File: config.mk
export PLATFORM = sky130hd
export DESIGN_NAME = crc_check
export DESIGN_NICKNAME = d
export VERILOG_FILES = /design/src/rtl/crc_check.sv
export SDC_FILE = /design/constraint.sdc
export NUM_CORES = 1
export LEC_CHECK = 0
export ABC_AREA = 1
export ABC_CLOCK_PERIOD_IN_PS = 3280
export CAP_MARGIN = 20
export CORE_MARGIN = 10
export CORE_UTILIZATION = 40
export CTS_CLUSTER_DIAMETER = 80
export DETAILED_ROUTE_END_ITERATION = 7
export PLACE_DENSITY_LB_ADDON = 0.12
export SLEW_MARGIN = 10
export SYNTH_ARGS = -nofsm -noshare
export SYNTH_HDL_FRONTEND = slang
export SYNTH_SLANG_ARGS = --single-unit
export TNS_END_PERCENT = 5
File: constraint.sdc
create_clock -name clk -period 3.28 [get_ports clk]
set_clock_uncertainty 0.1 [all_clocks]
set_input_delay 0.492 -clock clk [delete_from_list [all_inputs] [get_ports clk]]
set_output_delay 0.492 -clock clk [all_outputs]
set_load 0.05 [all_outputs]
File: src/rtl/crc_check.sv
// Receive-side USB CRC checker/stripper: runs CRC5 or CRC16 over the packet body
// plus its CRC field, forwards only the payload and pulses pass/fail after the packet.
//
// state | meaning
// ------+-----------------------------------------------------------------
// IDLE  | waiting for recving; CRC preset to ones, width select tracked
// RECV  | packet body; bits go into the CRC and the W-deep strip line
// DONE  | one cycle; result pulse is high, buffered CRC field is dropped
module crc_check #(
  parameter int MAXW    = 16,
  parameter int MINBITS = 1
) (
  input  logic clk,
  input  logic rst_L,
  input  logic inb,
  input  logic in_valid,
  input  logic recving,
  input  logic crc16_sel,
  output logic outb,
  output logic out_valid,
  output logic sending,
  output logic crc_ok,
  output logic crc_err
);

  typedef enum logic [1:0] {
    IDLE = 2'd0,
    RECV = 2'd1,
    DONE = 2'd2
  } state_t;

  localparam logic [15:0] POLY16  = 16'h8005;
  localparam logic [4:0]  POLY5   = 5'b00101;
  localparam logic [15:0] RESID16 = 16'h800D;
  localparam logic [4:0]  RESID5  = 5'b01100;
  localparam logic [10:0] MIN16   = 11'(16 + MINBITS);
  localparam logic [10:0] MIN5    = 11'(5 + MINBITS);

  state_t          state_q, state_d;
  logic [MAXW-1:0] crc_q, crc_d;
  logic [MAXW-1:0] buf_q, buf_d;
  logic [10:0]     cnt_q, cnt_d;
  logic            sel_q, sel_d;
  logic            sending_q, sending_d;
  logic            ok_q, ok_d;
  logic            err_q, err_d;

  logic            fwd;
  logic            resid_hit;
  logic            long_enough;

  // Only the low W bits of the CRC register are meaningful; the rest are kept zero.
  function automatic logic [MAXW-1:0] crc_next(input logic [MAXW-1:0] c,
                                               input logic b, input logic s);
    logic [MAXW-1:0] r;
    logic            fb;
    r = '0;
    if (s) begin
      fb       = c[15] ^ b;
      r[15:0]  = {c[14:0], 1'b0} ^ (fb ? POLY16 : 16'h0000);
    end else begin
      fb       = c[4] ^ b;
      r[4:0]   = {c[3:0], 1'b0} ^ (fb ? POLY5 : 5'b00000);
    end
    return r;
  endfunction

  function automatic logic [MAXW-1:0] crc_preset(input logic s);
    logic [MAXW-1:0] r;
    r = '0;
    if (s) r[15:0] = '1;
    else   r[4:0]  = '1;
    return r;
  endfunction

  // A bit leaves the strip line only once W bits are already held behind it.
  assign fwd       = (state_q == RECV) && recving && in_valid &&
                     (cnt_q >= (sel_q ? 11'd16 : 11'd5));
  assign out_valid = fwd;
  assign outb      = fwd & (sel_q ? buf_q[15] : buf_q[4]);
  assign sending   = sending_q;
  assign crc_ok    = ok_q;
  assign crc_err   = err_q;

  assign resid_hit   = sel_q ? (crc_q[15:0] == RESID16) : (crc_q[4:0] == RESID5);
  assign long_enough = cnt_q >= (sel_q ? MIN16 : MIN5);

  always_comb begin
    state_d   = state_q;
    crc_d     = crc_q;
    buf_d     = buf_q;
    cnt_d     = cnt_q;
    sel_d     = sel_q;
    sending_d = 1'b0;
    ok_d      = 1'b0;
    err_d     = 1'b0;
    case (state_q)
      IDLE: begin
        sel_d = crc16_sel;
        crc_d = crc_preset(crc16_sel);
        buf_d = '0;
        cnt_d = '0;
        if (recving) begin
          state_d   = RECV;
          sending_d = 1'b1;
          if (in_valid) begin
            crc_d = crc_next(crc_preset(crc16_sel), inb, crc16_sel);
            buf_d = {{(MAXW-1){1'b0}}, inb};
            cnt_d = 11'd1;
          end
        end
      end
      RECV: begin
        if (!recving) begin
          state_d = DONE;
          ok_d    = resid_hit && long_enough;
          err_d   = !(resid_hit && long_enough);
        end else begin
          sending_d = 1'b1;
          if (in_valid) begin
            crc_d = crc_next(crc_q, inb, sel_q);
            buf_d = {buf_q[MAXW-2:0], inb};
            cnt_d = (cnt_q == 11'h7FF) ? cnt_q : cnt_q + 11'd1;
          end
        end
      end
      DONE: begin
        state_d = IDLE;
        buf_d   = '0;
      end
      default: begin
        state_d = IDLE;
      end
    endcase
  end

  always_ff @(posedge clk or negedge rst_L) begin
    if (!rst_L) begin
      state_q   <= IDLE;
      crc_q     <= '1;
      buf_q     <= '0;
      cnt_q     <= '0;
      sel_q     <= 1'b0;
      sending_q <= 1'b0;
      ok_q      <= 1'b0;
      err_q     <= 1'b0;
    end else begin
      state_q   <= state_d;
      crc_q     <= crc_d;
      buf_q     <= buf_d;
      cnt_q     <= cnt_d;
      sel_q     <= sel_d;
      sending_q <= sending_d;
      ok_q      <= ok_d;
      err_q     <= err_d;
    end
  end

endmodule

== Word level (Yosys, flattened, before mapping) ==
Index checks and enable logic that the tools add are counted.

* Register bits after elaboration: 49
* Input bits: 6
* Output and inout bits: 5
* Logic and storage cells: 87

* Add/subtract/negate cells: 1
* Magnitude comparators: 2
* Equality and inequality tests: 10
* Muxes and demuxes: 44
* Bitwise gates (word level): 9
* Reduce and logical (&&, ||, !) cells: 13

{| class="wikitable"
|+ Operators with widths
! operator !! number
|-
| $mux W16 || 8
|-
| $mux W11 || 9
|-
| $pmux W16 S3 || 1
|-
| $mux W5 || 7
|-
| $pmux W16 S2 || 1
|-
| $xor A16 B16 Y16 || 2
|-
| $ge A11 B5 Y1 || 2
|-
| $pmux W11 S2 || 1
|-
| $eq A16 B16 Y1 const B || 1
|-
| $mux W1 || 12
|-
| $add A11 B1 Y11 const B || 1
|-
| $eq A11 B11 Y1 const B || 1
|-
| $ne A2 B2 Y1 const B || 5
|-
| $xor A5 B3 Y5 || 2
|-
| $mux W3 || 2
|-
| $reduce_and A3 Y1 || 2
|-
| $eq A5 B4 Y1 const B || 1
|-
| $logic_and A1 B1 Y1 || 4
|-
| $mux W2 || 2
|-
| $pmux W2 S2 || 1
|-
| $reduce_and A4 Y1 || 1
|-
| $xor A1 B1 Y1 || 4
|-
| $reduce_bool A3 Y1 || 1
|-
| $eq A2 B1 Y1 const B || 1
|-
| other kinds (7) || 7
|}

== Longest topological paths before layout ==
* Word-level depth: 11
* Mapped depth: 11
* Gate-level depth less buffers: 10

== Worst setup path before layout ==
OpenSTA, ideal clock, no wires.

* Path type: register to output
* Start point: register sel_q
* End point: output outb
* Arrival time: 1.859 ns
* Data required time: 2.688 ns
* Path slack: 0.829 ns
* Cell stages (with the launch flop): 11
* Buffers on the path: 0
* Cells stage by stage: dfrtp_1 -> inv_1 -> ha_1 -> inv_1 -> nand3_1 -> nand2_1 -> nand2_1 -> nand3_1 -> nand2_1 -> nand2_1 -> nor2_1

* Word-level cells in the longest chain between the ends: 4
* Elaborated cells on any way between the ends: 5
* Those cells by class: order compare: 1; mux: 2; bitwise: 1; reduce/logical: 1

{| class="wikitable"
|+ RTL lines
! element !! line !! text
|-
| from (decl) || 43 || <nowiki>logic sel_q, sel_d;</nowiki>
|-
| from (signal assigned) || 152 || <nowiki>sel_q <= sel_d;</nowiki>
|-
| $mux W5 || 78 || <nowiki>(cnt_q >= (sel_q ? 11'd16 : 11'd5));</nowiki>
|-
| $ge A11 B5 Y1 || 78 ||
|-
| $logic_and A1 B1 Y1 || 77 || <nowiki>assign fwd = (state_q == RECV) && recving && in_valid &&</nowiki>
|-
| $and A1 B1 Y1 (*) || 80 || <nowiki>assign outb = fwd & (sel_q ? buf_q[15] : buf_q[4]);</nowiki>
|-
| to (decl) || 19 || <nowiki>output logic outb,</nowiki>
|}

Every way passes the cells marked *; elsewhere a longest branch is shown, timed or not.

== Worst setup path after layout ==
Same ends and word-level chain as after synthesis.

==> flow_results.org <==
** Run status
- Status :: finished clean

** Worst setup path
- Reg2Reg Setup Slack :: roughly 1200 ps
- Cell seen most often among critical-path stages :: sky130_fd_sc_hd__nand2_1
- Worst R2R End :: buf_q[6]
- The critical path goes through inv_1 > ha_1 > a21oi_1 > nand2_1 > nor2_1 > nand2_1 > nand2_1 > nor2_1 > buf_4.
- In this run the worst setup path terminates at outb.
- Crit-path slowest cell :: sky130_fd_sc_hd__dfrtp_1
- Type of the setup path with the least slack :: register to output port
- Startpoint of the worst setup timing path :: sel_q
- Critical Path RT :: about 2700 ps
- Measured in cells, the most critical reg-to-reg path has a length of 8.
- Crit end category :: output port
- Cell class contributing the biggest share of worst-path delay :: flip-flops
- Largest fanout on the critical path :: 10
- On the worst path, the slowest cell contributes a delay of about 530 ps.
- STA classifies the critical path startpoint as a register.
- The critical path crosses 9 cells after its start point.
- Worst Path Buf+Inv :: 2
- For the worst setup path, the data arrival time is 2100 ps.
- Beginning of the worst register-to-register path :: state_q[1]

** CTS
- Sinks on Clock Net :: 49
- Cell at the root of the clock tree :: sky130_fd_sc_hd__clkbuf_8
- After clock tree synthesis, the setup repair step added 0 buffers.
- Clock-pin slew of the registers on the worst-case setup and hold paths :: roughly 90 ps
- The later pin in the worst-skew pair is clocked with a latency of about 300 ps.
- Depth of the CTS H-tree :: 2
- In this run the deepest clock path goes through 2 buffers.
- TritonCTS clock tree :: done
- Buffers inserted during clock tree synthesis total 5.
- In this run, post-CTS repair resized a total of 0 instances.
- Number of buffers inserted for hold repair after clock tree synthesis :: 0

** Place
- At the end of routability-driven placement, the weighted congestion stood at roughly 0.91.
- Input and output buffers added on the ports amount to 10.
- Placed Cells :: between 400 and 500
- Before CTS, the worst setup slack after placement is a little over 900 ps.
- DPL Wire Length :: around 4300 microns

** Route
- Summing over every cut layer, the via total after detailed routing is approximately 2200.
- The detailed router finished its first iteration with ~120 violations.
- Summed over all layers, the routed wires come to 5840 microns.
- The pre-antenna-repair detailed-routing pass consisted of 4 iterations.
- For this run, design rule violations remaining after detail routing come to 0.
- Vias per Instance :: between 4 and 5
- Remaining antenna violation count after routing :: 0
- Dividing the detail-routed wire length by the instance count gives about 13 microns.

** Layout
- Summing all multi-input logic gate instances after layout gives 1300 sq um.
- Total inserted antenna cells :: 0
- Register area :: roughly 1200 sq um
- At the end of the flow, the number of nets in the layout was approximately 370.
- The filler cells instantiated in the layout total roughly 690.
- Compared with the post-synthesis result, the final layout area differs by 9.31%.
- The post-route netlist has 17.7% of its cells at a drive strength greater than 1.
- Excluding fillers, the count of instances in the completed layout stands at about 450.

** Floorplan
- The floorplan step defined a die boundary enclosing 10900 sq um.
- Top-level I/O count :: 11
- Initial core utilization :: about two fifths
- Row generation in the floorplan step produced 30 rows.
- Die Ht :: 104 microns
- Area of the core region :: roughly 6800 sq um
- Die Wd :: ~100 microns

** Logic synthesis
- Summed instance area of the synthesized netlist :: roughly 2800 sq um
- Number of enable flip-flop cells after synthesis :: 0
- Sequential cells were found to cover around 44% of the synthesized design area.
- During synthesis, Yosys emitted a total of 0 warnings.
- Flop and latch count out of synthesis :: 49
- After synthesis, the share of flip-flops with an asynchronous set or reset is 100%.
- The netlist uses 34 different library cells.
- Average cell area after synthesis :: just over 8 sq um
- Top FF cell, synth :: sky130_fd_sc_hd__dfrtp_1
- Syn_nets :: between 300 and 400
- Mapped Cells :: ~340

** GRT
- Summed over all layers, the global routing overflow is 0.
- The first global-routing pass estimated around 10000 microns of wire.
- The via count of the first global-routing pass was approximately 2100.
- The number of antenna violations at the first check in global routing is 0.
- Largest net degree at the start of global routing :: 32
- Global routing used between 10% and 20% of the available tracks.

** Power and ir drop
- Share of total power in the clock network :: between 10% and 20%
- Post-layout total power :: 2.38 mW
- Sequential share of power :: 38.7%
- Net Sw Power :: about 1.0 mW
- Switching power share of the total :: 43.0%
- Across the VDD grid, the largest voltage drop is ~290 uV.
- For this design the ratio of total power to cell area is about 770 nW/um^2.
- For this design the static power due to leakage is 1.43 nW.
- Combinational logic burns a little over two fifths of the power.
- Cell internal power dissipation :: ~1.4 mW

** Timing
- After routing, the total negative slack on setup checks comes to 0 ps.
- The smallest clock period supported by the final layout is computed as ~2700 ps.
- Setup violations remaining at the end of the flow were counted as 0.
- Static timing analysis puts the maximum clock frequency at around 370 MHz.
- Setup repair after global routing left no endpoint under its margin.
- The number of failing hold endpoints at the final stage came to 0.
- At the pin with the least slew margin, the transition time is just under 700 ps.
- The final-report max-slew violation count is 0.
- Slack of the critical path :: 587 ps
- The worst pin sits at a relative slew slack of between 50% and 60%.
- Final critical-path share of the clock period :: around 82%
- Final hold analysis gives a worst-case slack of between 20 and 25 ps.

** Hold path
- Path type of the worst min-delay path :: input port to asynchronous set/reset pin

** Job
- Count of maximum capacitance violations :: 0
[cell type report]
| class | count | share of cell area [%] |
|---|---|---|
| clock buffer | 6 | 2.34 |
| tap | 96 | 3.88 |
| timing repair buffer | 13 | 3.63 |
| multi-input combinational | 231 | 41.9 |
| sequential | 49 | 40.2 |
| inverter | 54 | 6.94 |
| clock inverter | 2 | 1.13 |
[worst min path at each step]
stage	from	endpoint	slack, ps
floorplan	rst_L	buf_q[0]	100
finish	rst_L	cnt_q[6]	20
global route	rst_L	cnt_q[10]	50
detailed placement	rst_L	cnt_q[6]	370
global placement	rst_L	cnt_q[6]	370
CTS	rst_L	cnt_q[10]	40
[cell usage after synthesis (2+ instances only)]
cell,instances,area [sq um]
sky130_fd_sc_hd__nand2_1,70,263
sky130_fd_sc_hd__inv_1,50,188
sky130_fd_sc_hd__o21ai_0,36,180
sky130_fd_sc_hd__dfrtp_1,33,826
sky130_fd_sc_hd__nand3_1,30,150
sky130_fd_sc_hd__nor2_1,27,101
sky130_fd_sc_hd__dfstp_2,16,420
sky130_fd_sc_hd__o22ai_2,10,125
sky130_fd_sc_hd__ha_1,9,113
sky130_fd_sc_hd__nand2_2,8,50.1
sky130_fd_sc_hd__nand4_1,8,50.1
sky130_fd_sc_hd__o22ai_1,7,43.8
sky130_fd_sc_hd__a21oi_1,6,30.0
sky130_fd_sc_hd__buf_2,3,15.0
sky130_fd_sc_hd__buf_6,3,33.8
sky130_fd_sc_hd__nand2_4,3,33.8
sky130_fd_sc_hd__o21ai_2,3,26.3
sky130_fd_sc_hd__clkbuf_1,2,7.51
sky130_fd_sc_hd__inv_6,2,17.5
sky130_fd_sc_hd__nor2_8,2,40.0
sky130_fd_sc_hd__nor3_1,2,10.0
[sequential cells by signal, indices dropped and copies added, names as in the netlist]
signal / count
crc_q: 16
crc_err: 1
crc_ok: 1
sending: 1
buf_q: 16
state_q: 2
sel_q: 1
cnt_q: 11
[cells by family (layout without fill, tap and decap cells)]
kind of cell	Yosys count	count (layout)	share of synthesized area, %
AO/OA/AOI/OAI	67	67	15.7
adder cells (fa/ha/maj)	9	9	3.97
buffers and inverters	63	75	10.3
XOR/XNOR	1	1	0.309
flip-flops	49	49	44.0
AND/OR/NAND/NOR	154	154	25.8
[metal layers]
layer / vias up / GRT usage, % / part of all wire [%]
met5: - / 0 / 0
met3: 7 / 2.54 / 4.9
met1: 1005 / 16.6 / 52
li1: 1142 / - / -
met2: 53 / 15.5 / 41
met4: 0 / 3.68 / 1.4
[through the flow]
step / util (%) / cell area, sq um
floorplan: - / 2840
global placement: 43.8 / 2990
detailed placement: 43.8 / 2990
CTS: 45.4 / 3100
global route: 45.4 / 3100
finish: 45.4 / 3100
[power groups by stage]
stage | Combinational [mW] | Sequential (mW) | Clock [mW]
after floorplan | 0.845 | 0.934 | 0
after CTS | 1.05 | 0.917 | 0.447
after global placement | 1.03 | 0.927 | 0
after global routing | 1.21 | 0.937 | 0.472
final | 1.03 | 0.920 | 0.426
after detailed placement | 1.04 | 0.929 | 0
[layout by cell type, fill, tap and decap left out, drive strengths merged]
cell type / instances
a21boi: 1
a21o: 1
a21oi: 7
a22oi: 1
buf: 6
bufinv: 1
clkbuf: 6
clkdlybuf4s50: 7
clkinv: 1
dfrtp: 33
dfstp: 16
ha: 9
inv: 54
nand2: 81
nand3: 31
nand4: 8
nor2: 30
nor3: 2
o211ai: 1
o21ai: 39
o22ai: 17
or2: 2
xnor2: 1
Note: power is estimated with default switching activity, not from simulation.
